File: config.mk
export PLATFORM = sky130hd
export DESIGN_NAME = tlb_mmu
export DESIGN_NICKNAME = d
export VERILOG_FILES = /design/src/rtl/tlb_mmu.sv
export SDC_FILE = /design/constraint.sdc
export NUM_CORES = 2
export LEC_CHECK = 0
export ABC_AREA = 1
export CORE_MARGIN = 1
export CORE_UTILIZATION = 30
export CTS_CLUSTER_DIAMETER = 30
export DETAILED_ROUTE_END_ITERATION = 8
export PLACE_DENSITY = 0.58
export SETUP_SLACK_MARGIN = 0.2
export SLEW_MARGIN = 20
export SYNTH_ARGS = -nofsm -noshare
export SYNTH_HDL_FRONTEND = slang
export SYNTH_SLANG_ARGS = --single-unit
File: constraint.sdc
create_clock -name clk -period 4.7 [get_ports clk]
set_input_delay 0.705 -clock clk [delete_from_list [all_inputs] [get_ports clk]]
set_output_delay 0.705 -clock clk [all_outputs]
set_load 0.01 [all_outputs]
File: src/rtl/tlb_mmu.sv
// Joint TLB array and dual-port (inst/data) address translation with CP0 tlbp/tlbr/tlbwi support.
// Optional TLB_TLBWR_EN adds the Random register, the wired input and the tlbwr write path.
module tlb_mmu #(
   parameter int unsigned TLBNUM = 16,
   parameter int unsigned IDXW   = $clog2(TLBNUM)
) (
   input  logic            clk,
   input  logic            rst,
`ifdef TLB_TLBWR_EN
   input  logic [3:0]      tlb_typeM,
   input  logic [IDXW-1:0] wired,
   output logic [31:0]     random_out,
`else
   input  logic [2:0]      tlb_typeM,
`endif
   input  logic            stallM,
   input  logic            flush_exception,
   input  logic [31:0]     entry_hi_W,
   input  logic [31:0]     entry_lo0_W,
   input  logic [31:0]     entry_lo1_W,
   input  logic [31:0]     index_W,
   output logic [31:0]     index_in,
   output logic [31:0]     entry_hi_in,
   output logic [31:0]     entry_lo0_in,
   output logic [31:0]     entry_lo1_in,
   output logic [31:0]     page_mask_in,
   input  logic            inst_en,
   input  logic            data_en,
   input  logic            inst_stall,
   input  logic            data_stall,
   input  logic [31:0]     inst_vaddr,
   input  logic [31:0]     data_vaddr,
   input  logic            data_store,
   output logic [31:0]     inst_paddr,
   output logic [31:0]     data_paddr,
   output logic            inst_uncached,
   output logic            data_uncached,
   output logic            inst_refill,
   output logic            data_refill,
   output logic            inst_invalid,
   output logic            data_invalid,
   output logic            data_modify
);

   typedef struct packed {
      logic [19:0] pfn;
      logic [2:0]  c;
      logic        d;
      logic        v;
   } half_t;

   typedef struct packed {
      logic [18:0] vpn2;
      logic [7:0]  asid;
      logic        g;
      half_t       lo0;
      half_t       lo1;
   } entry_t;

   typedef struct packed {
      logic [31:0] paddr;
      logic        uncached;
      logic        refill;
      logic        invalid;
      logic        modify;
   } res_t;

   entry_t          tlb [TLBNUM];
   entry_t          wr_entry;
   entry_t          rd_entry;
   logic            wr_en;
   logic [IDXW-1:0] wr_idx;
   logic [TLBNUM-1:0] probe_hit, inst_hit, data_hit;
   res_t            inst_res, data_res;
   res_t            inst_q, data_q;

   function automatic logic entry_match(input entry_t e, input logic [18:0] vpn2,
                                        input logic [7:0] asid);
      return (e.vpn2 == vpn2) && (e.g || (e.asid == asid));
   endfunction

   // Lowest set bit wins when several entries match.
   function automatic logic [IDXW-1:0] first_idx(input logic [TLBNUM-1:0] v);
      logic [IDXW-1:0] idx;
      idx = '0;
      for (int i = int'(TLBNUM) - 1; i >= 0; i--) begin
         if (v[i]) idx = IDXW'(i);
      end
      return idx;
   endfunction

   function automatic res_t translate(input logic [31:0] va, input logic hit,
                                      input entry_t e, input logic store);
      res_t  r;
      half_t h;
      r = '0;
      h = va[12] ? e.lo1 : e.lo0;
      if (va[31:30] == 2'b10) begin
         r.paddr    = {3'b000, va[28:0]};
         r.uncached = va[29];
      end else if (!hit) begin
         r.refill = 1'b1;
      end else if (!h.v) begin
         r.invalid = 1'b1;
      end else begin
         r.paddr    = {h.pfn, va[11:0]};
         r.uncached = (h.c == 3'd2);
         r.modify   = store && !h.d;
      end
      return r;
   endfunction

   for (genvar i = 0; i < int'(TLBNUM); i++) begin : g_match
      assign probe_hit[i] = entry_match(tlb[i], entry_hi_W[31:13], entry_hi_W[7:0]);
      assign inst_hit[i]  = entry_match(tlb[i], inst_vaddr[31:13], entry_hi_W[7:0]);
      assign data_hit[i]  = entry_match(tlb[i], data_vaddr[31:13], entry_hi_W[7:0]);
   end

`ifdef TLB_TLBWR_EN
   logic [IDXW-1:0] random_q;

   // Random counts down from TLBNUM-1 to wired, then wraps.
   always_ff @(posedge clk) begin
      if (rst)
         random_q <= IDXW'(TLBNUM - 1);
      else if ((wired >= IDXW'(TLBNUM - 1)) || (random_q <= wired))
         random_q <= IDXW'(TLBNUM - 1);
      else
         random_q <= random_q - IDXW'(1);
   end

   assign random_out = 32'(random_q);
   assign wr_en  = (tlb_typeM[2] || tlb_typeM[3]) && !stallM && !flush_exception;
   assign wr_idx = tlb_typeM[2] ? index_W[IDXW-1:0] : random_q;
`else
   assign wr_en  = tlb_typeM[2] && !stallM && !flush_exception;
   assign wr_idx = index_W[IDXW-1:0];
`endif

   assign wr_entry = '{vpn2: entry_hi_W[31:13],
                       asid: entry_hi_W[7:0],
                       g:    entry_lo0_W[0] & entry_lo1_W[0],
                       lo0:  entry_lo0_W[25:1],
                       lo1:  entry_lo1_W[25:1]};

   always_ff @(posedge clk) begin
      if (rst) begin
         for (int i = 0; i < int'(TLBNUM); i++) tlb[i] <= '0;
      end else if (wr_en) begin
         tlb[wr_idx] <= wr_entry;
      end
   end

   // CP0 probe/read results are combinational from the current array contents.
   assign rd_entry     = tlb[index_W[IDXW-1:0]];
   assign index_in     = (|probe_hit) ? 32'(first_idx(probe_hit)) : 32'h8000_0000;
   assign entry_hi_in  = {rd_entry.vpn2, 5'b0, rd_entry.asid};
   assign entry_lo0_in = {6'b0, rd_entry.lo0, rd_entry.g};
   assign entry_lo1_in = {6'b0, rd_entry.lo1, rd_entry.g};
   assign page_mask_in = 32'h0;

   always_comb begin
      inst_res = translate(inst_vaddr, |inst_hit, tlb[first_idx(inst_hit)], 1'b0);
      data_res = translate(data_vaddr, |data_hit, tlb[first_idx(data_hit)], data_store);
   end

   always_ff @(posedge clk) begin
      if (rst)              inst_q <= '0;
      else if (!inst_stall) inst_q <= inst_en ? inst_res : '0;
   end

   always_ff @(posedge clk) begin
      if (rst)              data_q <= '0;
      else if (!data_stall) data_q <= data_en ? data_res : '0;
   end

   assign inst_paddr    = inst_q.paddr;
   assign inst_uncached = inst_q.uncached;
   assign inst_refill   = inst_q.refill;
   assign inst_invalid  = inst_q.invalid;
   assign data_paddr    = data_q.paddr;
   assign data_uncached = data_q.uncached;
   assign data_refill   = data_q.refill;
   assign data_invalid  = data_q.invalid;
   assign data_modify   = data_q.modify;

   logic unused_ok;
   assign unused_ok = ^{index_W[31:IDXW], entry_hi_W[12:8], entry_lo0_W[31:26],
                        entry_lo1_W[31:26], tlb_typeM[1:0], inst_q.modify};

endmodule

* Word-level counts from Yosys, hierarchy flattened
Memories as Yosys holds them, arrays and structs flattened.
Cells that the tools add are included.
Widths: inputs -> output; s select.
** Word-level totals
- Flip-flop bits (word level) :: 71
- Memory bits (writable) :: 1248
- Bits of input ports :: 204
- Output and inout port bits :: 231
- Logic and storage cells :: 229
- Memories kept :: 1
** Memories
- tlb :: words 16, bits a word 78, read ports 19, clocked after Yosys merged registers in 0, write ports 16, RTL line 68 : entry_t tlb [TLBNUM];
** Cells by class
- Equality and inequality tests :: 68
- Multiplexer cells :: 76
- Bitwise operators :: 1
- Reduce and logical (&&, ||, !) cells :: 74
** Operator list (count)
- $eq 19x19->1 :: 48
- $mux 33 :: 6
- $mux 4 :: 49
- $eq 8x8->1 :: 16
- $mux 78 :: 1
- $reduce_or 78->1 :: 1
- $mux 36 :: 2
- $logic_and 1x1->1 :: 51
- $mux 25 :: 2
- $reduce_or 16->1 :: 3
- $mux 32 :: 1
- $logic_or 1x1->1 :: 16
- $mux 1 :: 11
- $eq 3x2->1 const B :: 2
- $mux 3 :: 2
- $eq 2x2->1 const B :: 2
- $mux 2 :: 2
- $logic_not 1->1 :: 3
- $and 1x1->1 :: 1

* Longest topological paths before layout
An unclocked memory read counts as a cell.
- Depth after elaboration :: 28
- Gate-level depth with buffers :: 39
- Gate-level depth less buffers :: 36

* Least setup slack after synthesis
Ideal clock, no wire load.
- Kind :: input-to-reg
- Start point :: input index_W[1]
- End point :: memory tlb[9][0] (netlist bit), enable pin
- Library setup time :: 0.786 ns
- Data arrival time :: 3.559 ns
- Required time :: 3.914 ns
- Setup slack :: 0.354 ns
- Stages on the path :: 9
- Path buffers :: 4
- Cell sequence :: clkbuf_1 nor2_1 inv_1 clkbuf_1 nor2_1 nand2_1 clkbuf_1 buf_1 nand2_1
** RTL lines
- start, declared :: RTL line 21 : input logic [31:0] index_W,
- end, declared :: RTL line 68

* Final worst setup path
- Start point :: input index_W[0]
- End point :: output entry_lo0_in[8]
** Between the ends
- Longest elaborated chain between the ends :: 1
** Ends and longest elaborated chain
- $mem_v2 16x78
- end, declared :: RTL line 24 : output logic [31:0] entry_lo0_in,
Every way passes these cells.

==> results.toml <==
[floorplanning]
num_rows = 195
boundaryPins = 435
die_w_um = 536
start_util_pct = 30.2
core-area_um2 = 283000
die_h_um = 536
die-area_um2 = 287000

[synth]
ys.flop_type = "edfxtp_1"
synth-edff-count = 1248
synthArstFlopShare_pct = 0
syn_area_per_cell_um2 = 7.78
ys_ff_latch = 1319
synthDistinctLibCells = 56
syn_area_um2 = 85500
ys_seq_area_share_pct = 45.5
syn_inst = 10983
yosysWarningCount = 0
synthTopCellsByArea = "edfxtp_1 (44%), nand3_1 (12%), nand2_1 (11%), nor2_1 (6.2%), xor2_1 (3.9%)"
yosysTopAreaCell = "edfxtp_1"
netlist.area_leader.share_pct = 43.8

[power_and_ir_drop]
p_leak_uw = 0.0451
p_per_area_nw_per_um2 = 392
peakVddDrop_v = 0.000279

[critical_path]
worstSetupEndpointType = "output port"
max_stage_delay_ps = 710
crit_top_cell = "nand3_1"
crit_family = "buffers and inverters"
slowest_stage = "clkdlybuf4s50_1"
crit_fanout = 113
crit_chain = "buf_8 -> inv_8 -> buf_12 -> buf_16 -> nand3_1 -> nand3_1 -> nand2_1 -> nand4_1 -> clkdlybuf4s50_1"
crit_type = "input pin to output port"
path_buf_inv = 5
worst_ep_arrival_time_ps = 3760
required_ps = 3990
startpoint_type = "input pin"

[drt]
post_drt_wl_per_cell_um = 27.3
viasPerCell = 5.70
drc = 0
antenna_left = 0
vias = 89354
drt_iter0_drc = 14347
drt_wl_total_um = 428000
drt-pass1-iter-count = 7

[cells_and_area]
final-seq-area_um2 = 38900
area_growth_pct = 29.8
multi_input_area_um2 = 40700
finalNetCount = 11825
fillerInstances = 28242
fin_util_pct = 39.2
drive_above_1_share_pct = 14.2

[sta]
hold_slack_ps = 388
worst_pin_slew_ps = 1390
setup_viol = 0
fin_crit_ps = 4460
fin_crit_sh_pct = 94.9
rsz0062_at_grt = "yes"
final_hold_viol_count = 0
drv_slew = 0
fmax_mhz = 224
fin_skew_ps = 84.8
slew-limit-headroom_pct = 6.99

[run]
drv_cap = 0

[cts]
clkLatencyLatePin_ps = 910
clockRootBuffer = "clkbuf_16"
cts.hold.buffers_added = 0
clock_path_buffers = 4
htreeDepth = 5
numCtsBuffers = 354
cts_tree = "yes"
clk_pin_slew_ps = 40
cts_sinks = 1319

[global_route]
grt_pass1_vias = 81869
antenna_found_initial = 23
grt_pass1_wl_um = 597000
grt_remaining_overflow = 0
grt_start_max_net_pins = 163
grtUsageTotal_pct = 28.5

[place]
dpl.hpwl_um = 276000
port_buffers = 311
globalplace.congestion = 1.00

[status]
status = "finished clean"

[worst_hold_path]
hold_path.class = "input pin to register"
tightest hold or removal path, stage by stage:
cell             delay, ps
clkdlybuf4s50_1        400
nand3_1                 80
a21oi_1                 50
metrics by stage:
step | power (uW) | instances | TNS [ps] | setup WS (ps) | instance area [um^2]
final | 43500 | 15667 | 0 | 239 | 111000
after global routing | 44400 | 15654 | 0 | 103 | 111000
after CTS | 43300 | 15633 | 0 | 88.6 | 110000
after detailed placement | 18900 | 14981 | -36410 | -807 | 98100
after global placement | 18900 | 14981 | -38290 | -900 | 98100
after floorplan | 16600 | 11058 | 0 | 354 | 85800
flip-flops by register name, indices dropped and copies added, names as in the netlist:
signal	count
data_paddr	32
inst_uncached	1
inst_paddr	32
inst_invalid	1
data_modify	1
inst_refill	1
tlb	1248
data_refill	1
data_invalid	1
data_uncached	1
power by group:
group / total (uW) / switching (uW) / internal, uW
combinational: 4870 / 3220 / 1650
clock: 24500 / 7730 / 16800
sequential: 14100 / 598 / 13500
what timing repair did:
action	4_1_cts	5_1_grt
pin swaps	7	20
endpoints found under the setup margin	6	71
cloned	0	4
resized for setup	41	115
buffers inserted	8	14
hold endpoints to repair	0	0
kinds of logic after synthesis:
kind of cell	count (synthesis)	share of synthesized area, %
simple gates	6442	32.7
buf+inv	1569	8.05
flops	1319	45.5
compound gates	1019	7.28
xor+xnor	633	6.49
other cells	1	0.00439
placed cells by master (no fill, tap or decap), types with 128 or more instances in the layout:
master,netlist,routed
clkdlybuf4s50_1,0,295
edfxtp_1,1248,1248
inv_1,519,505
buf_12,1,180
xor2_1,384,384
xnor2_1,249,243
nor3_1,137,128
a22oi_1,193,193
o21ai_0,359,357
clkbuf_16,0,362
buf_4,144,706
nand2_1,2468,2412
nor2_1,1410,1390
a21oi_1,146,146
nand4_1,245,245
o22ai_1,156,156
nand3_1,2082,2072
worst paths after layout:
check,start,end,slack [ps],depth (start not counted)
setup / recovery,index_W[0],entry_lo0_in[8],240,9
hold / removal,data_vaddr[6],data_paddr[6],390,3
setup reg to reg,tlb[14][61],data_paddr[23],290,37
hold reg to reg,inst_paddr[7],inst_paddr[7],460,2
layout make-up:
type / count / area share, %
repair buffers: 1226 / 11.3
clock buffers: 415 / 8.36
clock inverters: 229 / 2.46
diodes: 15 / 0.0338
flip-flops and latches: 1319 / 35.1
well taps: 3743 / 4.22
inverters: 550 / 1.90
multi-input cells: 8170 / 36.7
cell usage after synthesis (all sizes together) (156+ instances only):
cell type     n
nand2      2476
nand3      2096
nor2       1416
edfxtp     1248
clkbuf      578
inv         545
buf         441
xor2        384
o21ai       376
xnor2       249
nand4       247
a22oi       193
a21oi       156
o22ai       156
layer usage:
metal	share of wire (%)	track usage, %
met5	0.013	0
met4	5.6	14.5
met3	13	7.74
met2	42	42.2
met1	39	37.9
Power figures use the tool's default switching activity.
